`config.mk`:
```
export PLATFORM = sky130hd
export DESIGN_NAME = vscale_ahb_decoder
export DESIGN_NICKNAME = d
export VERILOG_FILES = /design/src/rtl/vscale_ahb_decoder.sv
export SDC_FILE = /design/constraint.sdc
export NUM_CORES = 1
export LEC_CHECK = 0
export ABC_AREA = 1
export BUFFER_PORTS_ARGS = -buffer_cell sky130_fd_sc_hd__clkbuf_2
export CAP_MARGIN = 10
export CORE_AREA = 2 2 133 135
export DETAILED_ROUTE_END_ITERATION = 12
export DIE_AREA = 0 0 135 137
export PLACE_DENSITY = 0.39
export SYNTH_ARGS = -nofsm -noshare
export SYNTH_HDL_FRONTEND = slang
export SYNTH_SLANG_ARGS = --single-unit
```
`constraint.sdc`:
```
create_clock -name hclk -period 1.4 [get_ports hclk]
set_input_delay 0.14 -clock hclk [delete_from_list [all_inputs] [get_ports hclk]]
set_output_delay 0.14 -clock hclk [all_outputs]
set_load 0.05 [all_outputs]
```
`src/rtl/vscale_ahb_decoder.sv`:
```
// Single-master AHB-Lite address decoder and response multiplexer with a built-in
// default slave that answers unmapped transfers with the two-cycle ERROR response.
//
// state    | meaning
// ERR_IDLE | no error response in progress
// ERR_1    | first ERROR cycle: hready low, hresp high
// ERR_2    | second ERROR cycle: hready high, hresp high
module vscale_ahb_decoder #(
    parameter int                      N_SLAVES   = 4,
    parameter logic [N_SLAVES*32-1:0]  SLAVE_BASE = {N_SLAVES{32'h0}},
    parameter logic [N_SLAVES*32-1:0]  SLAVE_MASK = {N_SLAVES{32'hFFFF_F000}},
    parameter int                      ERR_CNT_W  = 8
) (
    input  logic                     hclk,
    input  logic                     hresetn,

    input  logic [31:0]              m_haddr,
    input  logic                     m_hwrite,
    input  logic [2:0]               m_hsize,
    input  logic [2:0]               m_hburst,
    input  logic                     m_hmastlock,
    input  logic [3:0]               m_hprot,
    input  logic [1:0]               m_htrans,
    input  logic [31:0]              m_hwdata,
    output logic [31:0]              m_hrdata,
    output logic                     m_hready,
    output logic                     m_hresp,

    output logic [N_SLAVES-1:0]      s_hsel,
    output logic [31:0]              s_haddr,
    output logic                     s_hwrite,
    output logic [2:0]               s_hsize,
    output logic [2:0]               s_hburst,
    output logic                     s_hmastlock,
    output logic [3:0]               s_hprot,
    output logic [1:0]               s_htrans,
    output logic [31:0]              s_hwdata,
    output logic                     s_hready,
    input  logic [N_SLAVES*32-1:0]   s_hrdata,
    input  logic [N_SLAVES-1:0]      s_hreadyout,
    input  logic [N_SLAVES-1:0]      s_hresp,

    output logic [ERR_CNT_W-1:0]     err_count
);

    localparam int IDX_W = (N_SLAVES > 1) ? $clog2(N_SLAVES) : 1;

    typedef enum logic [1:0] {OWN_NONE, OWN_SLAVE, OWN_DEFAULT} owner_t;
    typedef enum logic [1:0] {ERR_IDLE, ERR_1, ERR_2} err_state_t;

    logic                 hit;
    logic [IDX_W-1:0]     hit_idx;
    logic [N_SLAVES-1:0]  hsel;
    logic                 active;
    logic                 miss_accept;

    owner_t               owner_q;
    logic [IDX_W-1:0]     owner_idx_q;
    err_state_t           err_state;
    err_state_t           err_next;

    // Walk from the highest index down so the lowest matching slave wins.
    always_comb begin
        hit     = 1'b0;
        hit_idx = '0;
        hsel    = '0;
        for (int i = N_SLAVES - 1; i >= 0; i--) begin
            if ((m_haddr & SLAVE_MASK[i*32 +: 32]) == SLAVE_BASE[i*32 +: 32]) begin
                hit     = 1'b1;
                hit_idx = IDX_W'(i);
                hsel    = N_SLAVES'(1) << i;
            end
        end
    end

    assign active      = m_htrans[1];
    assign miss_accept = m_hready & active & ~hit;

    assign s_hsel      = hsel;
    assign s_haddr     = m_haddr;
    assign s_hwrite    = m_hwrite;
    assign s_hsize     = m_hsize;
    assign s_hburst    = m_hburst;
    assign s_hmastlock = m_hmastlock;
    assign s_hprot     = m_hprot;
    assign s_htrans    = m_htrans;
    assign s_hwdata    = m_hwdata;
    assign s_hready    = m_hready;

    always_ff @(posedge hclk or negedge hresetn) begin
        if (!hresetn) begin
            owner_q     <= OWN_NONE;
            owner_idx_q <= '0;
        end else if (m_hready) begin
            if (!active) begin
                owner_q <= OWN_NONE;
            end else if (hit) begin
                owner_q     <= OWN_SLAVE;
                owner_idx_q <= hit_idx;
            end else begin
                owner_q <= OWN_DEFAULT;
            end
        end
    end

    always_ff @(posedge hclk or negedge hresetn) begin
        if (!hresetn) begin
            err_state <= ERR_IDLE;
        end else begin
            err_state <= err_next;
        end
    end

    always_comb begin
        err_next = ERR_IDLE;
        case (err_state)
            ERR_IDLE: err_next = miss_accept ? ERR_1 : ERR_IDLE;
            ERR_1:    err_next = ERR_2;
            ERR_2:    err_next = miss_accept ? ERR_1 : ERR_IDLE;
            default:  err_next = ERR_IDLE;
        endcase
    end

    // A miss can only be accepted while hready is high, so every accepted miss is an ERR_1 entry.
    always_ff @(posedge hclk or negedge hresetn) begin
        if (!hresetn) begin
            err_count <= '0;
        end else if (miss_accept && !(&err_count)) begin
            err_count <= err_count + 1'b1;
        end
    end

    always_comb begin
        m_hready = 1'b1;
        m_hresp  = 1'b0;
        m_hrdata = '0;
        case (owner_q)
            OWN_SLAVE: begin
                for (int i = 0; i < N_SLAVES; i++) begin
                    if (owner_idx_q == IDX_W'(i)) begin
                        m_hrdata = s_hrdata[i*32 +: 32];
                        m_hready = s_hreadyout[i];
                        m_hresp  = s_hresp[i];
                    end
                end
            end
            OWN_DEFAULT: begin
                m_hready = (err_state != ERR_1);
                m_hresp  = 1'b1;
            end
            default: begin
                m_hready = 1'b1;
                m_hresp  = 1'b0;
            end
        endcase
    end

endmodule

```
==> flow_summary.json, run 1 <==
{
  "clk_pin_slew_worst_paths_ns": 0.04,
  "finalHoldViolCount": 0,
  "antenna_found_initial": 0,
  "syn_avg_cell_area_sq_um": 6.47,
  "fin_ws_ns": -0.191,
  "outcome": "finished, violations left",
  "wl_per_cell_um": 11.6,
  "cts_buffers": 3,
  "cp_slowest_cell": "dfrtp_1",
  "synth_compound_area_share_pct": 2.81,
  "synth_fa_ha_area_share_pct": 2.22,
  "setup_viol": 45,
  "dieArea_sq_um": 18500,
  "period_share_pct": 114,
  "path_class": "reg2out",
  "clock_skew_ns": 0.000623,
  "netlist_instances": 262,
  "worstSetupEndpointType": "output pin",
  "drtAntennaViolNets": 0,
  "max_stage_delay_ns": 0.41,
  "gp_congestion": 0.721,
  "cp_data_arrival_time_ns": 1.45,
  "cts_buffer_depth": 2,
  "grt_pass1_vias": 1540,
  "initial_utilization_pct": 9.93,
  "grt-ovfl-total": 0,
  "max_clock_freq_ghz": 0.629,
  "dp.final_hpwl_um": 4730,
  "max-vdd-ir-drop_mv": 1.09,
  "top_level_ports": 341,
  "violations": "setup timing",
  "numClockSinks": 12,
  "root_buffer": "clkbuf_16",
  "remaining_drc_errors": 0,
  "die_h_um": 137,
  "core_sq_um": 17100,
  "drv_slew": 0,
  "syn_area_sq_um": 1690,
  "vias_per_cell": 3.04,
  "max_cap_violations": 0,
  "fp-row-count": 48,
  "final_layout_size_suffix_gt1_share_pct": 68.4,
  "insertion_delay_ns": 0.24,
  "nets": 536,
  "netlist.area_leader.share_pct": 36.8,
  "hp-class": "in2out",
  "fin_crit_ns": 1.59,
  "yosysUniqueCellTypes": 24,
  "htree_levels": 1,
  "crit_family": "buffers and inverters",
  "rsz0062_at_grt": "yes",
  "cp_cell_sequence": "ha_4 -> buf_12 -> nand2_1 -> clkinvlp_4 -> clkbuf_16",
  "dp.cells": 530,
  "final_cells": 541,
  "start_kind": "flip-flop",
  "detail_route.wirelength_um": 6260,
  "crit_buf_inv": 3,
  "dr.pass1.iters": 4,
  "synth_xor_area_share_pct": 1.55,
  "power.total_w": 0.00298,
  "portBuffers": 121,
  "die_x_um": 135,
  "yosysTopAreaCell": "buf_4",
  "grt_usage_pct": 6.17,
  "drtIter0Drc": 51,
  "ys_seq_area_share_pct": 17.7,
  "muxShareOfSynthArea_pct": 0,
  "synth_top_family_by_area": "buffers and inverters",
  "tritoncts": "built",
  "worstPathMaxFanout": 17,
  "whs_ns": 0.280,
  "grt_pass1_wl_um": 8740,
  "leakage_nw": 1.36,
  "ys_warn_count": 0,
  "synthTopCellsByArea": "buf_4 37%, dfrtp_1 18%, nand2_1 15%",
  "syn_to_final_growth_pct": 81.3,
  "grt_max_degree": 18,
  "cp_data_required_time_ns": 1.26,
  "dr_total_vias": 1644,
  "antennaDiodeCount": 0,
  "synth-seq-cells": 12,
  "yosys.area_share.simple_pct": 27.3,
  "power.density_nw_per_um2": 970
}
[synthesized netlist by cell type]
library cell	count
buf_4	83
nand2_1	67
inv_1	42
nor2_1	18
dfrtp_1	12
nand4_1	8
nand3_1	4
clkbuf_1	3
ha_1	3
xor2_1	3
buf_2	2
nand2_2	2
nand3_2	2
nor2_4	2
o21ai_1	2
a21boi_4	1
a21oi_1	1
a21oi_2	1
and2_0	1
buf_6	1
conb_1	1
inv_2	1
nand2_4	1
o21ai_0	1
[what timing repair did]
item                                    4_1_cts  5_1_grt
endpoints found under the setup margin       45       46
hold buffers                                  1        0
hold endpoints to repair                     12        0
setup buffers                                 4        1
gates cloned                                  1        1
pin swaps                                     9       15
resized for setup                            81       43
[per-layer routing]
layer / part of all wire, % / GRT usage (%) / vias to the layer above / routed length (um)
met3: 22 / 5.52 / 6 / 1350
met4: 0.38 / 0.637 / 0 / 24
met1: 35 / 6.63 / 736 / 2200
met5: 0 / 0 / - / 0
met2: 43 / 9.39 / 109 / 2680
li1: - / - / 793 / -
[flip-flops by register name (all words and copies together), names as in the netlist]
signal and cells:
err_state 2, err_count 8, owner_q 2
[cell type report]
cell class	instances	area, sq um
Multi-Input combinational cell	120	757
Tap cell	225	282
Timing Repair Buffer	137	1360
Clock buffer	4	88.8
Fill cell	1897	14000
Inverter	43	274
Sequential cell	12	308
[kinds of logic (layout without fill, tap and decap cells)]
kind of cell,count (synthesis),after routing
AND/OR/NAND/NOR,105,105
adder cells (fa/ha/maj),3,3
AO/OA/AOI/OAI,6,6
buffers and inverters,132,184
XOR/XNOR,3,3
flip-flops,12,12
other,1,3
[power by group]
part / internal, W / leakage (nW) / switching (W)
registers: 0.000464 / 0.150 / 0.000140
clock network: 0.000432 / 0.0442 / 0.000158
logic: 0.000707 / 1.17 / 0.00108
total: 0.00160 / 1.36 / 0.00138
[through the flow]
stage	setup slack, ns	TNS [ns]	utilization [%]	cell area (sq um)
after global routing	-0.249	-9.12	18.0	3070
after floorplan	-0.126	-1.27	-	1840
final	-0.191	-6.30	18.0	3070
after global placement	-0.0404	-1.07	13.5	2300
after detailed placement	-0.0725	-1.79	13.5	2300
after CTS	-0.212	-6.47	17.2	2930
[cells in the final DEF (no fill, tap or decap), types with 4 or more instances in the layout]
cell        instances
buf_4               8
buf_12             11
nand3_1             4
dfrtp_2             6
nand2_2            10
clkbuf_16          20
inv_1               8
nand2_4            13
nand4_1             8
nand2_1            47
clkinvlp_4         30
buf_6               4
dfrtp_1             6
nor2_1             17
inv_2               5
clkbuf_2           85
buf_8               9
[final timing paths]
| kind | depth (start not counted) | slack [ns] | to | start |
|---|---|---|---|---|
| setup / recovery | 5 | -0.19 | m_hrdata[2] | owner_q[0]$_DFFE_PN0P_ |
| hold / removal | 0 | 0.28 | s_haddr[2] | m_haddr[2] |
| setup reg to reg | 9 | -0.15 | err_count[5]$_DFFE_PN0P_ | owner_q[1]$_DFFE_PN0P_ |
| hold reg to reg | 1 | 0.43 | err_state[0]$_DFF_PN0_ | err_state[0]$_DFF_PN0_ |
| max in group asynchronous | 2 | 0.81 | err_count[4]$_DFFE_PN0P_ | hresetn |
| min in group asynchronous | 2 | 0.33 | err_count[7]$_DFFE_PN0P_ | hresetn |
Note: power is estimated with default switching activity, not from simulation.
==> run 2, diff against run 1 <==
--- a/config.mk
+++ b/config.mk
@@ -8,10 +8,12 @@
 export ABC_AREA = 1
 export BUFFER_PORTS_ARGS = -buffer_cell sky130_fd_sc_hd__clkbuf_2
 export CAP_MARGIN = 10
+export CELL_PAD_IN_SITES_DETAIL_PLACEMENT = 1
+export CELL_PAD_IN_SITES_GLOBAL_PLACEMENT = 1
 export CORE_AREA = 2 2 133 135
 export DETAILED_ROUTE_END_ITERATION = 12
 export DIE_AREA = 0 0 135 137
-export PLACE_DENSITY = 0.39
+export PLACE_DENSITY = 0.64
 export SYNTH_ARGS = -nofsm -noshare
 export SYNTH_HDL_FRONTEND = slang
 export SYNTH_SLANG_ARGS = --single-unit
==> run 2 against run 1 <==
  * The flow still finishes with violations (setup timing)
  * Via count is essentially flat
  * Clock skew grew 0.0011 ns
  * Critical path depth is the same
  * Fmax shrank 1.1%
  * Sequential share of layout area grew 0.17 points
  * Largest cell class unchanged
==> flow_summary.json, run 2 (same netlist as run 1, synthesis figures left out) <==
{
  "initial_utilization_pct": 9.93,
  "wl_per_cell_um": 11.0,
  "fin_ws_ns": -0.209,
  "path_class": "reg2out",
  "power.total_w": 0.00294,
  "worstSetupEndpointType": "output pin",
  "power.density_nw_per_um2": 974,
  "insertion_delay_ns": 0.25,
  "r2r_setup_slack_ns": -0.15,
  "grt_pass1_wl_um": 8940,
  "crit_path_start": "owner_q[0]$_DFFE_PN0P_",
  "cts_buffers": 3,
  "grt_max_degree": 18,
  "drtAntennaViolNets": 0,
  "top_level_ports": 341,
  "reg.largest.list": "err_count (8), err_state (2), owner_q (2)",
  "clk_pin_slew_worst_paths_ns": 0.05,
  "fin_crit_ns": 1.61,
  "fillers": 2029,
  "die_x_um": 135,
  "period_share_pct": 115,
  "final_layout_size_suffix_gt1_share_pct": 65.6,
  "htree_levels": 1,
  "dr_total_vias": 1645,
  "antenna_found_initial": 0,
  "root_buffer": "clkbuf_16",
  "clock_skew_ns": 0.00168,
  "max_clock_freq_ghz": 0.622,
  "r2r-end": "err_count[4]$_DFFE_PN0P_",
  "placed_cell_area_sq_um": 2400,
  "grt_pass1_vias": 1671,
  "remaining_drc_errors": 0,
  "vias_per_cell": 3.04,
  "cts_buffer_depth": 2,
  "max-vdd-ir-drop_mv": 0.878,
  "detail_route.wirelength_um": 5970,
  "core_sq_um": 17100,
  "gp_congestion": 0.693,
  "die_h_um": 137,
  "outcome": "finished, violations left",
  "dp.final_hpwl_um": 4780,
  "cp_data_arrival_time_ns": 1.47,
  "dpl_worst_slack_ns": -0.107,
  "violations": "setup timing",
  "finalSetupTns_ns": -5.91,
  "tritoncts": "built",
  "drv_slew": 0,
  "rsz0062_at_grt": "yes",
  "largest_register_ffs": 8,
  "regArea_sq_um": 308,
  "syn_to_final_growth_pct": 78.4,
  "start_kind": "flip-flop",
  "layout_common_cells": "85 x clkbuf_2, 54 x nand2_1, 30 x clkinvlp_4, 20 x clkbuf_16",
  "worstPathMaxFanout": 3,
  "numClockSinks": 12,
  "hp-class": "in2out",
  "nets": 537,
  "top_register": "err_count",
  "whs_ns": 0.280,
  "r2r_cells": 7,
  "drtIter0Drc": 24,
  "setup_viol": 46,
  "antennaDiodeCount": 0,
  "leakage_nw": 1.28,
  "dieArea_sq_um": 18500,
  "grt-ovfl-total": 0,
  "max_cap_violations": 0,
  "hold_depth": 0,
  "reg2reg_from": "owner_q[1]$_DFFE_PN0P_",
  "cp_data_required_time_ns": 1.26,
  "multi_input_area_sq_um": 681,
  "crit_end": "s_hready",
  "fp-row-count": 48,
  "final_common_cell": "clkbuf_2",
  "grt_usage_pct": 6.27,
  "portBuffers": 121,
  "fin_area_sq_um": 3020,
  "finalHoldViolCount": 0,
  "dr.pass1.iters": 2
}
run 2: cell count changes in the layout (fill, tap and decap cells not counted), sizes merged:
cell  change
buf       +1
run 2: where the power goes:
| part | internal [W] | total, W | switching (W) |
|---|---|---|---|
| Clock | 0.000433 | 0.000604 | 0.000171 |
| Sequential | 0.000464 | 0.000602 | 0.000139 |
| Combinational | 0.000694 | 0.00174 | 0.00104 |
| Total | 0.00159 | 0.00294 | 0.00135 |
run 2: metal layers:
metal,GRT usage [%],routed length [um],up-vias
met2,10.6,2720,102
met5,0,0,-
met3,4.04,1010,7
met1,6.56,2200,745
met4,1.33,49,0
li1,-,-,791
run 2: final cells by class:
type	instances	area share [%]
clock buffers	4	2.94
inverters	43	9.07
well taps	225	9.32
repair buffers	138	46.0
flip-flops and latches	12	10.2
multi-input cells	120	22.5
run 2: worst min path at each step:
stage                start                  endpoint  slack (ns)
2_1_floorplan      hresetn  err_count[0]$_DFFE_PN0P_       -0.16
3_3_place_gp       hresetn  err_count[7]$_DFFE_PN0P_        0.05
3_5_place_dp       hresetn  err_count[7]$_DFFE_PN0P_        0.07
4_1_cts         m_haddr[0]                s_haddr[0]        0.28
5_1_grt         m_haddr[9]                s_haddr[9]        0.28
6_report       m_haddr[10]               s_haddr[10]        0.28
run 2: critical path: stages, from the launching register on:
cell and delay [ns]:
dfrtp_1 0.40, inv_1 0.14, ha_4 0.23, a21oi_4 0.18, nand2_4 0.11, buf_12 0.16
run 2: through the flow:
step,std cells,util (%)
after floorplan,264,-
after global placement,531,14.1
after detailed placement,531,14.1
after CTS,541,17.6
after global routing,542,17.7
final,542,17.7
run 2: timing repair:
item,in CTS,in global routing
hold endpoints to repair,12,0
buffers inserted,4,1
hold buffers,1,0
gates cloned,1,0
setup endpoints to repair,46,46
pin swaps,1,1
resized for setup,77,8
==> run 3, diff against run 2 <==
--- a/config.mk
+++ b/config.mk
@@ -13,7 +13,9 @@
 export CORE_AREA = 2 2 133 135
 export DETAILED_ROUTE_END_ITERATION = 12
 export DIE_AREA = 0 0 135 137
+export GPL_ROUTABILITY_DRIVEN = 0
 export PLACE_DENSITY = 0.64
+export SKIP_LAST_GASP = 1
 export SYNTH_ARGS = -nofsm -noshare
 export SYNTH_HDL_FRONTEND = slang
 export SYNTH_SLANG_ARGS = --single-unit
==> run 3 against run 2 <==
  * The flow still finishes with violations (setup timing)
  * Sequential cell count did not move
  * Register-to-register slack barely moved
  * Die area did not move
  * Combinational power barely moved
  * Fmax barely moved
  * Sequential power barely moved
  * Highest routed layer unchanged
==> flow_summary.json, run 3 (same netlist as run 1, synthesis figures left out) <==
{
  "setup_viol": 46,
  "htree_levels": 1,
  "regArea_sq_um": 308,
  "period_share_pct": 115,
  "core_sq_um": 17100,
  "fillers": 2041,
  "final_cells": 542,
  "top_layer": "met4",
  "syn_to_final_growth_pct": 66.3,
  "fin_ws_ns": -0.209,
  "dr_total_vias": 1635,
  "leakage_nw": 1.22,
  "fp-row-count": 48,
  "cts_buffers": 3,
  "final_layout_size_suffix_gt1_share_pct": 64.0,
  "r2r-end": "err_count[4]$_DFFE_PN0P_",
  "grt_pass1_vias": 1633,
  "top_register": "err_count",
  "remaining_drc_errors": 0,
  "grt-ovfl-total": 0,
  "cp_data_required_time_ns": 1.26,
  "max_clock_freq_ghz": 0.622,
  "grt_max_degree": 18,
  "antenna_found_initial": 0,
  "top_level_ports": 341,
  "worstPathMaxFanout": 3,
  "dp.cells": 531,
  "placed_cell_area_sq_um": 2400,
  "r2r_setup_slack_ns": -0.15,
  "start_kind": "flip-flop",
  "dp.final_hpwl_um": 4780,
  "largest_register_ffs": 8,
  "wl_per_cell_um": 10.6,
  "rsz0062_at_grt": "yes",
  "min-delay-start": "m_hwdata[7]",
  "fin_crit_ns": 1.61,
  "whs_ns": 0.280,
  "multi_input_area_sq_um": 673,
  "dr.pass1.iters": 2,
  "layout_common_cells": "85 x clkbuf_2, 57 x nand2_1, 30 x clkinvlp_4, 20 x clkbuf_8",
  "insertion_delay_ns": 0.25,
  "drtAntennaViolNets": 0,
  "antennaDiodeCount": 0,
  "fin_area_sq_um": 2820,
  "met1Wirelength_um": 2080,
  "wl_met2_um": 2610,
  "path_class": "reg2out",
  "die_h_um": 137,
  "finalHoldViolCount": 0,
  "initial_utilization_pct": 9.93,
  "final_common_cell": "clkbuf_2",
  "violations": "setup timing",
  "power.density_nw_per_um2": 1040,
  "cp_data_arrival_time_ns": 1.47,
  "drv_slew": 0,
  "clk_pin_slew_worst_paths_ns": 0.05,
  "reg.largest.list": "err_count (8), err_state (2), owner_q (2)",
  "numClockSinks": 12,
  "min_to": "s_hwdata[7]",
  "r2r_cells": 7,
  "drtIter0Drc": 23,
  "dieArea_sq_um": 18500,
  "reg2reg_from": "owner_q[1]$_DFFE_PN0P_",
  "wl_met3_um": 1020,
  "outcome": "finished, violations left",
  "root_buffer": "clkbuf_16",
  "vias_per_cell": 3.02,
  "grt_pass1_wl_um": 8580,
  "grt_usage_pct": 6.05,
  "tritoncts": "built",
  "hp-class": "in2out",
  "max-vdd-ir-drop_mv": 0.878,
  "worstSetupEndpointType": "output pin",
  "nets": 537,
  "cts_buffer_depth": 2,
  "clock_skew_ns": 0.00168,
  "die_x_um": 135,
  "max_cap_violations": 0,
  "hold_depth": 0,
  "detail_route.wirelength_um": 5760,
  "portBuffers": 121
}
[run 3: cell count changes in the layout (fill, tap and decap cells not counted), sizes merged]
| cell | before | now |
|---|---|---|
| buf | 34 | 33 |
| clkbuf | 107 | 108 |
[run 3: worst max path at each step]
stage                     depth (start not counted)              startpoint            to  slack [ns]
final                                             5  owner_q[0]$_DFFE_PN0P_      s_hready       -0.21
after global routing                              6  owner_q[1]$_DFFE_PN0P_       m_hresp       -0.27
after CTS                                         6  owner_q[1]$_DFFE_PN0P_  m_hrdata[11]       -0.23
after detailed placement                          6  owner_q[1]$_DFFE_PN0P_  m_hrdata[11]       -0.11
after global placement                            6  owner_q[1]$_DFFE_PN0P_  m_hrdata[28]       -0.08
after floorplan                                   5  owner_q[0]$_DFFE_PN0P_      s_hready       -0.13
[run 3: through the flow]
stage	TNS, ns	setup WS (ns)	total power, W	util (%)
6_report	-5.91	-0.209	0.00294	16.5
5_1_grt	-9.59	-0.269	0.00314	16.5
4_1_cts	-7.23	-0.227	0.00296	16.4
3_5_place_dp	-2.71	-0.107	0.00217	14.1
3_3_place_gp	-1.80	-0.0752	0.00214	14.1
2_1_floorplan	-1.27	-0.126	0.00204	-
[run 3: power breakdown]
part | switching (W) | internal, W
Clock | 0.000171 | 0.000433
Combinational | 0.00104 | 0.000694
Sequential | 0.000139 | 0.000464
Total | 0.00135 | 0.00159
[run 3: timing repair]
action / 4_1_cts / 5_1_grt
pin swaps: 1 / 1
setup endpoints to repair: 46 / 46
hold endpoints to repair: 12 / 0
cloned: 1 / 0
hold buffers: 1 / 0
setup buffers: 4 / 1
gates resized for setup: 59 / 3
[run 3: cell type report]
class	count	share of cell area [%]
inverters	43	9.72
repair buffers	138	42.3
well taps	225	9.99
multi-input cells	120	23.9
flip-flops and latches	12	10.9
clock buffers	4	3.15
[run 3: worst max-delay path: stages, from the launching register on]
cell     delay, ns
dfrtp_1       0.40
inv_1         0.14
ha_4          0.23
a21oi_4       0.18
nand2_4       0.11
buf_12        0.16
[run 3: per-layer routing]
metal,vias up,global-route usage (%)
li1,791,-
met1,735,6.27
met2,102,10.3
met3,7,3.96
met4,0,1.33
met5,-,0
